**src/rtl/crossbar_resp.sv**
```systemverilog
// Return-path (D-channel) router: tracks the chip of each accepted request in order and steers
// that chip's response to the master. Optional CROSSBAR_RESP_TIMEOUT_EN adds a denied-response timeout.
module crossbar_resp #(
  parameter int NCHIP   = 5,
  parameter int DEPTH   = 4,
  parameter int TIMEOUT = 1024
) (
  input  logic                  clk,
  input  logic                  reset,
  input  logic                  a_fire,
  input  logic [5:0]            chip_sel,
  input  logic                  a_unmapped,
  output logic                  a_block,
  input  logic [NCHIP-1:0]      s_d_valid,
  input  logic [64*NCHIP-1:0]   s_d_data,
  input  logic [NCHIP-1:0]      s_d_denied,
  output logic [NCHIP-1:0]      s_d_ready,
  output logic                  d_valid,
  output logic [63:0]           d_data,
  output logic                  d_denied,
  input  logic                  d_ready
);

  localparam int AW = (DEPTH > 1) ? $clog2(DEPTH) : 1;
  localparam int CW = AW + 1;

  if ((DEPTH < 2) || ((DEPTH & (DEPTH - 1)) != 0) || (TIMEOUT < 2) || (TIMEOUT > 65536)
      || (NCHIP < 1) || (NCHIP > 63)) begin : g_bad_params
    $error("crossbar_resp: unsupported parameter combination");
  end

  typedef enum logic [1:0] {IDLE, WAIT, RESP} state_t;

  state_t           state;
  logic [6:0]       fifo_mem [DEPTH];
  logic [AW-1:0]    wr_ptr;
  logic [AW-1:0]    rd_ptr;
  logic [CW-1:0]    count;
  logic [CW-1:0]    count_next;

  logic [6:0]       head;
  logic             head_unmapped;
  logic [NCHIP-1:0] head_onehot;
  logic [63:0]      head_data;
  logic             head_denied;
  logic             head_valid;
  logic             head_blocked;
  logic             head_accept;
  logic             take_unmapped;
  logic             timeout_fire;
  logic [NCHIP-1:0] drop_take;
  logic             push;
  logic             pop;

  assign push = a_fire;
  assign head = fifo_mem[rd_ptr];

  // Out-of-range chip indices are routed like unmapped addresses so they can never hang the FIFO.
  assign head_unmapped = head[6] || (head[5:0] >= 6'(NCHIP));

  always_comb begin
    head_onehot = '0;
    head_data   = '0;
    head_denied = 1'b0;
    for (int i = 0; i < NCHIP; i++) begin
      if (!head_unmapped && (head[5:0] == 6'(i))) begin
        head_onehot[i] = 1'b1;
        head_data      = s_d_data[64*i +: 64];
        head_denied    = s_d_denied[i];
      end
    end
  end

  assign head_valid    = |(s_d_valid & head_onehot);
  assign head_accept   = (state == WAIT) && head_valid && !head_blocked;
  assign take_unmapped = (state == WAIT) && head_unmapped;
  assign pop           = head_accept || take_unmapped || timeout_fire;

  always_comb begin
    s_d_ready = '0;
    if (head_accept) begin
      s_d_ready = head_onehot;
    end else begin
      s_d_ready = drop_take;
    end
  end

  always_comb begin
    count_next = count;
    case ({push, pop})
      2'b10:   count_next = count + CW'(1);
      2'b01:   count_next = count - CW'(1);
      default: count_next = count;
    endcase
  end

  always_ff @(posedge clk) begin
    if (push) begin
      fifo_mem[wr_ptr] <= {a_unmapped, chip_sel};
    end
  end

  always_ff @(posedge clk) begin
    if (reset) begin
      wr_ptr  <= '0;
      rd_ptr  <= '0;
      count   <= '0;
      a_block <= 1'b0;
    end else begin
      if (push) begin
        wr_ptr <= wr_ptr + AW'(1);
      end
      if (pop) begin
        rd_ptr <= rd_ptr + AW'(1);
      end
      count   <= count_next;
      a_block <= (count_next == CW'(DEPTH));
    end
  end

  // Response capture is registered, so a new capture can only follow a completed handshake by a cycle.
  always_ff @(posedge clk) begin
    if (reset) begin
      state    <= IDLE;
      d_valid  <= 1'b0;
      d_data   <= '0;
      d_denied <= 1'b0;
    end else begin
      case (state)
        IDLE: begin
          if (count_next != '0) begin
            state <= WAIT;
          end
        end
        WAIT: begin
          if (pop) begin
            d_valid  <= 1'b1;
            d_data   <= head_accept ? head_data : 64'd0;
            d_denied <= head_accept ? head_denied : 1'b1;
            state    <= RESP;
          end
        end
        RESP: begin
          if (d_ready) begin
            d_valid <= 1'b0;
            state   <= (count_next != '0) ? WAIT : IDLE;
          end
        end
        default: state <= IDLE;
      endcase
    end
  end

`ifdef CROSSBAR_RESP_TIMEOUT_EN
  logic [15:0]      tcnt;
  logic [NCHIP-1:0] drop;
  logic             drop_found;

  assign head_blocked = |(drop & head_onehot);
  assign timeout_fire = (state == WAIT) && !head_unmapped && !head_valid
                        && (tcnt == 16'(TIMEOUT - 1));

  // A late response from a timed-out chip is swallowed here; lowest index first keeps s_d_ready one-hot.
  always_comb begin
    drop_take  = '0;
    drop_found = 1'b0;
    if (!head_accept) begin
      for (int i = 0; i < NCHIP; i++) begin
        if (!drop_found && drop[i] && s_d_valid[i]) begin
          drop_take[i] = 1'b1;
          drop_found   = 1'b1;
        end
      end
    end
  end

  always_ff @(posedge clk) begin
    if (reset) begin
      tcnt <= '0;
      drop <= '0;
    end else begin
      if ((state == WAIT) && !pop) begin
        if (!head_valid) begin
          tcnt <= tcnt + 16'd1;
        end
      end else begin
        tcnt <= '0;
      end
      drop <= (drop & ~drop_take) | (timeout_fire ? head_onehot : '0);
    end
  end
`else
  assign head_blocked = 1'b0;
  assign timeout_fire = 1'b0;
  assign drop_take    = '0;
`endif

`ifndef SYNTHESIS
  a_push_full: assert property (@(posedge clk) disable iff (reset) a_fire |-> !a_block);
  a_sel_range: assert property (@(posedge clk) disable iff (reset)
                                (a_fire && !a_unmapped) |-> (chip_sel < 6'(NCHIP)));
  a_ready_oh:  assert property (@(posedge clk) disable iff (reset) $onehot0(s_d_ready));
`endif

endmodule

```
**config.mk**
```make
export PLATFORM = sky130hd
export DESIGN_NAME = crossbar_resp
export DESIGN_NICKNAME = d
export VERILOG_FILES = /design/src/rtl/crossbar_resp.sv
export SDC_FILE = /design/constraint.sdc
export NUM_CORES = 1
export LEC_CHECK = 0
export BUFFER_PORTS_ARGS = -buffer_cell sky130_fd_sc_hd__clkbuf_2
export CORE_AREA = 2 2 159 161
export CTS_BUF_LIST = sky130_fd_sc_hd__clkbuf_2 sky130_fd_sc_hd__clkbuf_4 sky130_fd_sc_hd__clkbuf_8
export DETAILED_ROUTE_END_ITERATION = 16
export DIE_AREA = 0 0 161 163
export PLACE_DENSITY_LB_ADDON = 0.2
export RECOVER_POWER = 50
export SYNTH_ARGS = -nofsm -noshare
export SYNTH_HDL_FRONTEND = slang
export SYNTH_SLANG_ARGS = --single-unit
export TNS_END_PERCENT = 1
```
**constraint.sdc**
```tcl
create_clock -name clk -period 3.12 [get_ports clk]
set_clock_uncertainty 0.15 [all_clocks]
set_input_delay 0.312 -clock clk [delete_from_list [all_inputs] [get_ports clk]]
set_output_delay 0.312 -clock clk [all_outputs]
set_load 0.01 [all_outputs]
```
==> reports/metrics.cfg, run 1 <==
[synthesis]
ys_async_sr_fraction_pct=0
synthTopCellsByArea=dfxtp_1, o2bb2ai_2, edfxtp_1
synth_ff_type=dfxtp_1
yosys.area.top_type=dfxtp_1
syn-num-nets=946
ys_seq_area_share_pct=37.60
yosysMostFrequentCell=dfxtp_1
synthTopCellsByCount=dfxtp_1, mux2i_1, nand2_1
synth_cell_type_count=50
synth_seq_cells=106
syn-cell-area_sq_um=6389
synth_top_area_share_pct=24.44
syn_area_per_cell_sq_um=10.67
yosysWarnings=0
synth_edf_count=28
syn_inst=599

[routing]
wl_per_cell_microns=20.34
drt_pass1_iterations=5
ant_nets=0
drt-initial-drc-count=593
drc=0
vias=6764
routed_wirelength_mm=27.57
via_per_inst=4.992

[power_and_ir_drop]
p_sw_share_pct=43.13
clock_power_share_pct=16.6
switchingPower_mw=2.368
power_mw=5.490
powerDensity_nw_per_um2=587.1
p_seq_share_pct=28.4
power.internal_mw=3.122
ir_drop_mv=0.3127
combPwrFrac_pct=54.9
leakagePower_nw=4.006

[critical_path]
arrival_ns=2.73
crit_required_ns=2.66
critical_path.max_stage_delay_ns=0.66
path_cells=mux4_4 > buf_6 > nor3b_4 > a32oi_2 > a211o_4 > nor4_4 > buf_2
critPathTopFamily=multiplexers
cp-end-kind=primary output
critical_path_depth=7
crit_buf_inv=2
cpMaxStageDelayCell=mux4_4
worstSetupPathType=reg -> out
rr_worst_depth=13
path_max_fanout=6
crit_path_start_kind=flip-flop
rrSetupSlack_ns=-0.06
r2r-end=state[0]

[final_layout]
multiInputGateArea_sq_um=3795
layout.nets=1360
drive_gt1_share_pct=49.51
fillCellCount=2574
final-seq-area_sq_um=2407
syn_to_final_growth_pct=46.38
fin_util_pct=37.90

[sta]
final_hold_viol_count=0
worst_slew_pin_slew_ns=0.5528
final.period_utilization_pct=102.3
layout_setup_ws_ns=-0.07243
rsz0062_at_grt=yes
drv_slew=0
min_period_ns=3.192
setup_viol=7
clock.fmax_mhz=313.2
slew_headroom_pct=63.14
hold_ws_ns=0.05082

[placement]
io_buffer_count=412
place.gp.congestion=0.8820
dp_hpwl_mm=20.73
post-place-ws_ns=-0.1378

[clock_network]
cts_made_buffers=9
cts_tree=done
clk_path_buf_depth=2
cts.reportedPaths.clkPinSlew_ns=0.13
insertion_delay_ns=0.39
cts.sinks=106
cts-root-buf=clkbuf_8
cts.htree.levels=3

[worst_hold_path]
min_path_type=in -> reg
min_to=d_data[57]
hold_path_depth=3
holdCritStartpoint=s_d_data[313]

[grt]
grt.overflow.total=0
track_usage_pct=19.79
antenna_found_initial=7
grt_pass1_wl_mm=39.48
grt_start_max_net_pins=65
grt_pass1_vias=6517

[die]
die_w_microns=161
initial_core_util_pct=25.89
pin_count=413
num_rows=58
dieHeight_microns=163
core_sq_um=24670
floorplan.die_area_sq_um=26240

[outcome]
failed_checks=negative setup slack
outcome=complete, but fails checks

[flow_run]
drv_cap=0

==> repair_timing <==
item                       CTS  global route
setup endpoints to repair   41             8
hold endpoints to repair    21             4
hold buffers                 6             1
pin swaps                    4             6
setup buffers                5             0
resized for setup           12            19
==> power by group through the flow <==
stage | registers, mW | logic [mW] | clock network, mW
2_1_floorplan | 1.57 | 1.90 | 0
3_3_place_gp | 1.58 | 2.88 | 0
3_5_place_dp | 1.59 | 2.90 | 0
4_1_cts | 1.56 | 2.97 | 0.952
5_1_grt | 1.57 | 3.26 | 1.00
6_report | 1.56 | 3.02 | 0.914
==> placed cells by master (no fill, tap or decap), types with 6 or more instances in the layout <==
cell / netlist / routed
o21ai_0: 44 / 44
or3_1: 6 / 6
clkbuf_1: 28 / 66
clkbuf_8: 0 / 9
mux2i_1: 70 / 68
nand2_1: 66 / 66
o2bb2ai_2: 60 / 60
inv_1: 7 / 6
clkbuf_2: 0 / 341
a222oi_1: 64 / 64
buf_4: 7 / 35
nor2_1: 13 / 13
o21ai_1: 22 / 22
edfxtp_1: 28 / 28
diode_2: 0 / 7
buf_12: 0 / 6
dfxtp_1: 78 / 76
dlygate4sd3_1: 0 / 7
==> logic make-up after synthesis <==
| group | count (synthesis) | share of synthesized area [%] |
|---|---|---|
| multiplexers | 83 | 13.96 |
| AND/OR/NAND/NOR | 115 | 8.441 |
| buffers and inverters | 70 | 5.719 |
| flip-flops | 106 | 37.60 |
| AO/OA/AOI/OAI | 215 | 32.43 |
| adder cells (fa/ha/maj) | 6 | 1.293 |
| XOR/XNOR | 4 | 0.5485 |
==> stage by stage <==
| stage | setup TNS, ns | area [sq um] | cells |
|---|---|---|---|
| 2_1_floorplan | 0 | 6417 | 599 |
| 3_3_place_gp | -0.2314 | 8967 | 1320 |
| 3_5_place_dp | -1.557 | 8967 | 1320 |
| 4_1_cts | -0.5220 | 9314 | 1347 |
| 5_1_grt | -1.472 | 9349 | 1354 |
| 6_report | -0.4159 | 9351 | 1355 |
==> worst max-delay path by stage <==
stage / end / from / slack, ns
after detailed placement: d_data[25] / flip-flop / -0.14
after floorplan: a_block / flip-flop / 0.0003
final: s_d_ready[2] / fifo_mem[0][1] / -0.07
after CTS: s_d_ready[2] / fifo_mem[0][1] / -0.12
after global routing: state[0] / flip-flop / -0.21
after global placement: a_block / flip-flop / -0.06
==> layout make-up <==
cell class / count / area share [%]
flip-flops and latches: 106 / 25.74
multi-input cells: 423 / 40.58
diodes: 7 / 0.1873
well taps: 330 / 4.415
repair buffers: 465 / 26.61
clock inverters: 7 / 0.8162
clock buffers: 9 / 1.325
inverters: 8 / 0.3211
==> registers in the layout, summed over array words and instances (netlist names), named ones only <==
name	flops
state	2
a_block	1
d_data	64
wr_ptr	2
rd_ptr	2
d_valid	1
fifo_mem	28
count	3
d_denied	1
==> worst register-to-register path, delay by kind of cell, from the launching register on <==
family / cells / cell delay, ns
compound gates: 5 / 0.84
fa+ha+maj: 2 / 0.57
mux: 1 / 0.55
flops: 1 / 0.39
buf+inv: 3 / 0.34
xor+xnor: 2 / 0.27
==> metal layers <==
layer	routed length [microns]	up-vias	global-route usage (%)
met4	765	0	7.346
met3	1745	44	4.151
met1	11510	3172	25.31
met2	13550	314	32.95
li1	-	3234	-
met5	0	-	0
No activity file was read; power rests on OpenSTA's default activity.
==> run 2: changes to the inputs <==
Settings changed: CTS_CLUSTER_DIAMETER set to 30, REMOVE_ABC_BUFFERS set to 1, SLEW_MARGIN set to 10.
==> run 2 against run 1 <==
Net effect:
- the flow still finishes with violations (negative setup slack)
- register-to-register slack lost 0.03 ns
- combinational power fell by 3%
- total power decreased by 2.5%
- core utilization is 0.19 points lower
- largest cell class unchanged
- highest routed layer is now met5
==> reports/metrics.cfg, run 2 (synthesized netlist as in run 1, its figures left out) <==
[die]
core_sq_um=24670  ; unchanged
floorplan.die_area_sq_um=26240  ; unchanged
num_rows=58  ; unchanged
pin_count=413  ; unchanged
initial_core_util_pct=25.89  ; unchanged
die_w_microns=161  ; unchanged
dieHeight_microns=163  ; unchanged

[sta]
layout_setup_ws_ns=-0.1421  ; -0.06967 ns
final.period_utilization_pct=104.6  ; +2.2 points
drv_slew=0  ; unchanged
setup_viol=7  ; unchanged
clock.fmax_mhz=306.6  ; -2.1%
final_hold_viol_count=0  ; unchanged
slew_headroom_pct=46.35  ; -17 points
worst_slew_pin_slew_ns=0.8047  ; +0.2519 ns
rsz0062_at_grt=yes
min_period_ns=3.262  ; +0.06967 ns

[final_layout]
syn_to_final_growth_pct=45.65
largest_register_ffs=64  ; unchanged
final_cell_mix=clkbuf_2, dfxtp_1, clkbuf_1
layout_commonest_cell=clkbuf_2
fin_cells=1356  ; +0.074%
drive_gt1_share_pct=48.73  ; -0.78 points
top_register=d_data
reg_top3=d_data x64, fifo_mem x28, count x3
layout.nets=1362  ; +0.15%

[grt]
track_usage_pct=19.34  ; -0.46 points
grt_pass1_wl_mm=39.08  ; -1.0%
grt_pass1_vias=6667  ; +2.3%
grt.overflow.total=0  ; unchanged
grt_start_max_net_pins=66  ; +1.5%
antenna_found_initial=7  ; unchanged

[critical_path]
crit_required_ns=2.66  ; about the same
crit_path_start_kind=flip-flop
arrival_ns=2.80  ; +0.07 ns
path_max_fanout=6  ; unchanged
cp-end-kind=primary output
worstSetupPathType=reg -> out

[clock_network]
insertion_delay_ns=0.39  ; about the same
cts-root-buf=clkbuf_8
cts_tree=done
cts.reportedPaths.clkPinSlew_ns=0.13  ; about the same
cts.htree.levels=3  ; unchanged
cts.sinks=106  ; unchanged
cts_made_buffers=9  ; unchanged
clk_path_buf_depth=2  ; unchanged

[placement]
io_buffer_count=412  ; unchanged
post-place-cells=1322  ; +0.15%
place.gp.congestion=0.8994  ; +2.0%
post-place-ws_ns=-0.1715  ; -0.03375 ns
dp_hpwl_mm=20.45  ; -1.4%

[worst_hold_path]
min_path_type=in -> reg

[routing]
drc=0  ; unchanged
drt-initial-drc-count=553  ; -6.7%
wl_per_cell_microns=19.85  ; -2.4%
drt_pass1_iterations=6  ; +1
routed_wirelength_mm=26.92  ; -2.3%
ant_nets=0  ; unchanged
vias=6789  ; +0.37%
via_per_inst=5.007  ; +0.30%

[outcome]
outcome=complete, but fails checks
failed_checks=negative setup slack

[power_and_ir_drop]
ir_drop_mv=0.4569  ; +46%
leakagePower_nw=3.985  ; -0.51%
powerDensity_nw_per_um2=575.1  ; -2.0%

[flow_run]
drv_cap=0  ; unchanged

## run 2: cell types whose count changed in the layout (fill, tap and decap cells not counted), sizes merged
cell	before	now
inv	12	10
clkinvlp	0	1
clkinv	3	4
diode	7	6
buf	51	49
clkbuf	416	420
## run 2: report_power, final
part	internal (mW)	switching, mW
registers	1.49	0.0654
clock network	0.313	0.554
logic	1.29	1.63
total	3.10	2.25
## run 2: layout make-up
type                            count  area [sq um]
Fill cell                        2637         15370
Multi-Input combinational cell    423          3742
Timing Repair Buffer              467          2501
Sequential cell                   106          2407
Tap cell                          330         412.9
Clock buffer                        9         123.9
Clock inverter                      7         72.57
Inverter                            8         30.03
Antenna cell                        6         15.01
## run 2: repair_timing
item | in CTS | in global routing
hold buffers | 7 | 0
endpoints found under the hold margin | 28 | 0
resized for setup | 18 | 8
pin swaps | 3 | 3
buffers inserted | 4 | 3
setup endpoints to repair | 8 | 9
## run 2: worst paths after layout
path	startpoint	to	slack, ns	depth (start not counted)
worst max-delay path	flip-flop	s_d_ready[1]	-0.14	9
worst min-delay path	s_d_data[307]	d_data[51]	0.06	3
worst max register to register	flip-flop	state[0]	-0.09	11
worst min register to register	d_valid	d_valid	0.31	2
## run 2: per-layer routing
metal / part of all wire [%] / GRT usage (%)
met4: 2.8 / 7.062
met2: 52 / 34.22
met5: 0.048 / 0
met1: 39 / 22.62
met3: 6.8 / 4.889
## run 2: critical path, cell delays in order, from the launching register on
cell,delay [ns]
dfxtp_4,0.40
buf_4,0.13
mux4_2,0.52
buf_6,0.15
mux2_2,0.23
a32oi_2,0.13
a211o_4,0.40
nor4_2,0.18
buf_4,0.16
clkbuf_2,0.12
## run 2: per-stage QoR
step / instance area [sq um] / power, mW / utilization, % / setup TNS [ns] / hold slack [ns]
floorplan: 6053 / 3.330 / - / -253.23 / 0.2311
global placement: 8962 / 4.391 / 36.32 / -0.4458 / 0.2971
detailed placement: 8962 / 4.389 / 36.32 / -0.4416 / 0.2999
CTS: 9321 / 5.374 / 37.78 / -0.9507 / 0.02206
global route: 9305 / 5.715 / 37.71 / -1.675 / 0.05204
finish: 9305 / 5.352 / 37.71 / -0.6914 / 0.05821
==> run 3: changes to the inputs <==
Settings changed: GPL_TIMING_DRIVEN set to 0, REMOVE_ABC_BUFFERS 1 to unset.
==> run 3 against run 2 <==
Net effect:
- the run still ends with negative setup slack left
- design area up 0.67%
- sequential cell count unchanged
- sequential share of layout area down 0.17 points
- cell count up 1.9%
- clock-buffer cell count unchanged
- core utilization up 0.25 points
- die area unchanged
- register-to-register slack worse by 0.02 ns
- worst setup slack better by 0.034 ns
- fmax up 1.1%
- combinational power up 2%
- largest power group unchanged
==> reports/metrics.cfg, run 3 (synthesized netlist as in run 1, its figures left out) <==
[critical_path]
path_max_fanout=8  ; +2
crit_required_ns=3.32  ; +0.66 ns
critPathTopFamily=compound AO/OA/AOI/OAI gates
rrSetupSlack_ns=-0.11  ; -0.02 ns
cp-end-kind=flip-flop
crit_buf_inv=4  ; unchanged
crit_path_start_kind=flip-flop
cpMaxStageDelayCell=mux4_2
worstSetupPathType=reg -> reg
path_cells=buf_6 > mux4_2 > buf_12 > inv_4 > a21oi_4 > o31ai_4 > inv_2 > ha_4 > fa_2 > xnor2_2 > or3_1 > a21oi_2 > o21a_1
arrival_ns=3.43  ; +0.63 ns
critical_path.max_stage_delay_ns=0.59  ; +0.07 ns

[grt]
track_usage_pct=20.42  ; +1.1 points
grt.overflow.total=0  ; unchanged
grt_start_max_net_pins=24  ; -64%
grt_pass1_vias=6666  ; -0.015%
grt_pass1_wl_mm=40.31  ; +3.1%
antenna_found_initial=8  ; +1

[die]
die_w_microns=161  ; unchanged
core_sq_um=24670  ; unchanged
initial_core_util_pct=25.89  ; unchanged
dieHeight_microns=163  ; unchanged
pin_count=413  ; unchanged
floorplan.die_area_sq_um=26240  ; unchanged
num_rows=58  ; unchanged

[sta]
layout_setup_ws_ns=-0.1078  ; +0.03431 ns
drv_slew=0  ; unchanged
worst_slew_pin_slew_ns=0.8476  ; +0.04289 ns
slew_headroom_pct=43.49  ; -2.9 points
final.period_utilization_pct=103.5  ; -1.1 points
setup_viol=3  ; -4
min_period_ns=3.228  ; -0.03431 ns
clock.fmax_mhz=309.8  ; +1.1%
rsz0062_at_grt=yes
final_hold_viol_count=0  ; unchanged

[final_layout]
largest_register_ffs=64  ; unchanged
syn_to_final_growth_pct=46.63
fin_util_pct=37.97  ; +0.25 points
layout.nets=1387  ; +1.8%
fin_cells=1382  ; +1.9%
top_register=d_data
layout_commonest_cell=clkbuf_2
reg_top3=d_data x64, fifo_mem x28, count x3
final_cell_mix=clkbuf_2, dfxtp_1, clkbuf_1
drive_gt1_share_pct=49.57  ; +0.84 points

[routing]
drc=0  ; unchanged
drt-initial-drc-count=620  ; +12%
wl_per_cell_microns=20.39  ; +2.7%
routed_wirelength_mm=28.18  ; +4.7%
vias=6832  ; +0.63%
drt_pass1_iterations=7  ; +1
via_per_inst=4.944  ; -1.3%
ant_nets=0  ; unchanged

[placement]
io_buffer_count=411  ; -0.24%
post-place-cells=1340  ; +1.4%
place.gp.congestion=0.9331  ; +3.7%
dp_hpwl_mm=22.49  ; +10%

[outcome]
failed_checks=negative setup slack
outcome=complete, but fails checks

[clock_network]
cts.reportedPaths.clkPinSlew_ns=0.13  ; about the same
cts-root-buf=clkbuf_8
cts.htree.levels=3  ; unchanged
insertion_delay_ns=0.39  ; about the same
cts_tree=done
clk_path_buf_depth=2  ; unchanged
cts_made_buffers=9  ; unchanged
cts.sinks=106  ; unchanged

[power_and_ir_drop]
power_mw=5.481  ; +2.4%
ir_drop_mv=0.2669  ; -42%
powerDensity_nw_per_um2=585.1  ; +1.7%
leakagePower_nw=4.078  ; +2.3%

[worst_hold_path]
min_path_type=in -> reg

[flow_run]
drv_cap=0  ; unchanged

==> run 3: final timing paths <==
path,startpoint,end,cells after the start
max,flip-flop,a_block,13
min,s_d_data[292],d_data[36],3
max reg2reg,flip-flop,a_block,13
min reg2reg,d_valid,d_valid,2
==> run 3: cell type report <==
| cell class | count | area (sq um) |
|---|---|---|
| fillers | 2595 | 15310 |
| multi-input cells | 423 | 3717 |
| flip-flops and latches | 106 | 2407 |
| repair buffers | 431 | 2180 |
| well taps | 330 | 412.9 |
| plain buffers | 61 | 385.4 |
| clock buffers | 9 | 123.9 |
| clock inverters | 7 | 91.34 |
| inverters | 8 | 32.53 |
| diodes | 7 | 17.52 |
==> run 3: power breakdown <==
part	switching, mW	leakage (nW)	total [mW]	internal (mW)
Combinational	1.74	3.08	3.00	1.26
Sequential	0.0546	0.889	1.55	1.49
Clock	0.598	0.109	0.935	0.338
==> run 3: worst reg2reg max path, stage by stage (launching register included) <==
cell and delay (ns):
dfxtp_2 0.35, buf_6 0.13, mux4_2 0.60, buf_12 0.18
inv_4 0.08, a21oi_4 0.07, o31ai_4 0.25, inv_2 0.08
ha_4 0.18, fa_2 0.35, xnor2_2 0.16, or3_1 0.33
a21oi_2 0.16, o21a_1 0.13
==> run 3: timing repair <==
action	4_1_cts	5_1_grt
pin swaps	6	0
setup buffers	13	0
hold buffers	7	0
hold endpoints to repair	26	0
setup endpoints to repair	42	68
gates resized for setup	25	8
==> run 3: metal layers <==
metal	vias up	global-route usage [%]	part of all wire [%]
met2	281	34.92	50
met3	34	3.947	6.2
li1	3288	-	-
met5	-	0	0.046
met1	3227	25.67	42
met4	2	7.305	2.3
==> run 3: metrics by stage <==
step                      setup WS, ns  setup TNS [ns]  instance area, sq um  hold WS, ns
after floorplan              0.0002811               0                  6417       0.2609
after global placement         -0.4103          -1.856                  8887       0.2975
after detailed placement       -0.4373          -1.958                  8887       0.3005
after CTS                      -0.1001         -0.2641                  9380      0.03847
after global routing           -0.2610          -5.356                  9368      0.05332
final                          -0.1078         -0.2197                  9368      0.06222
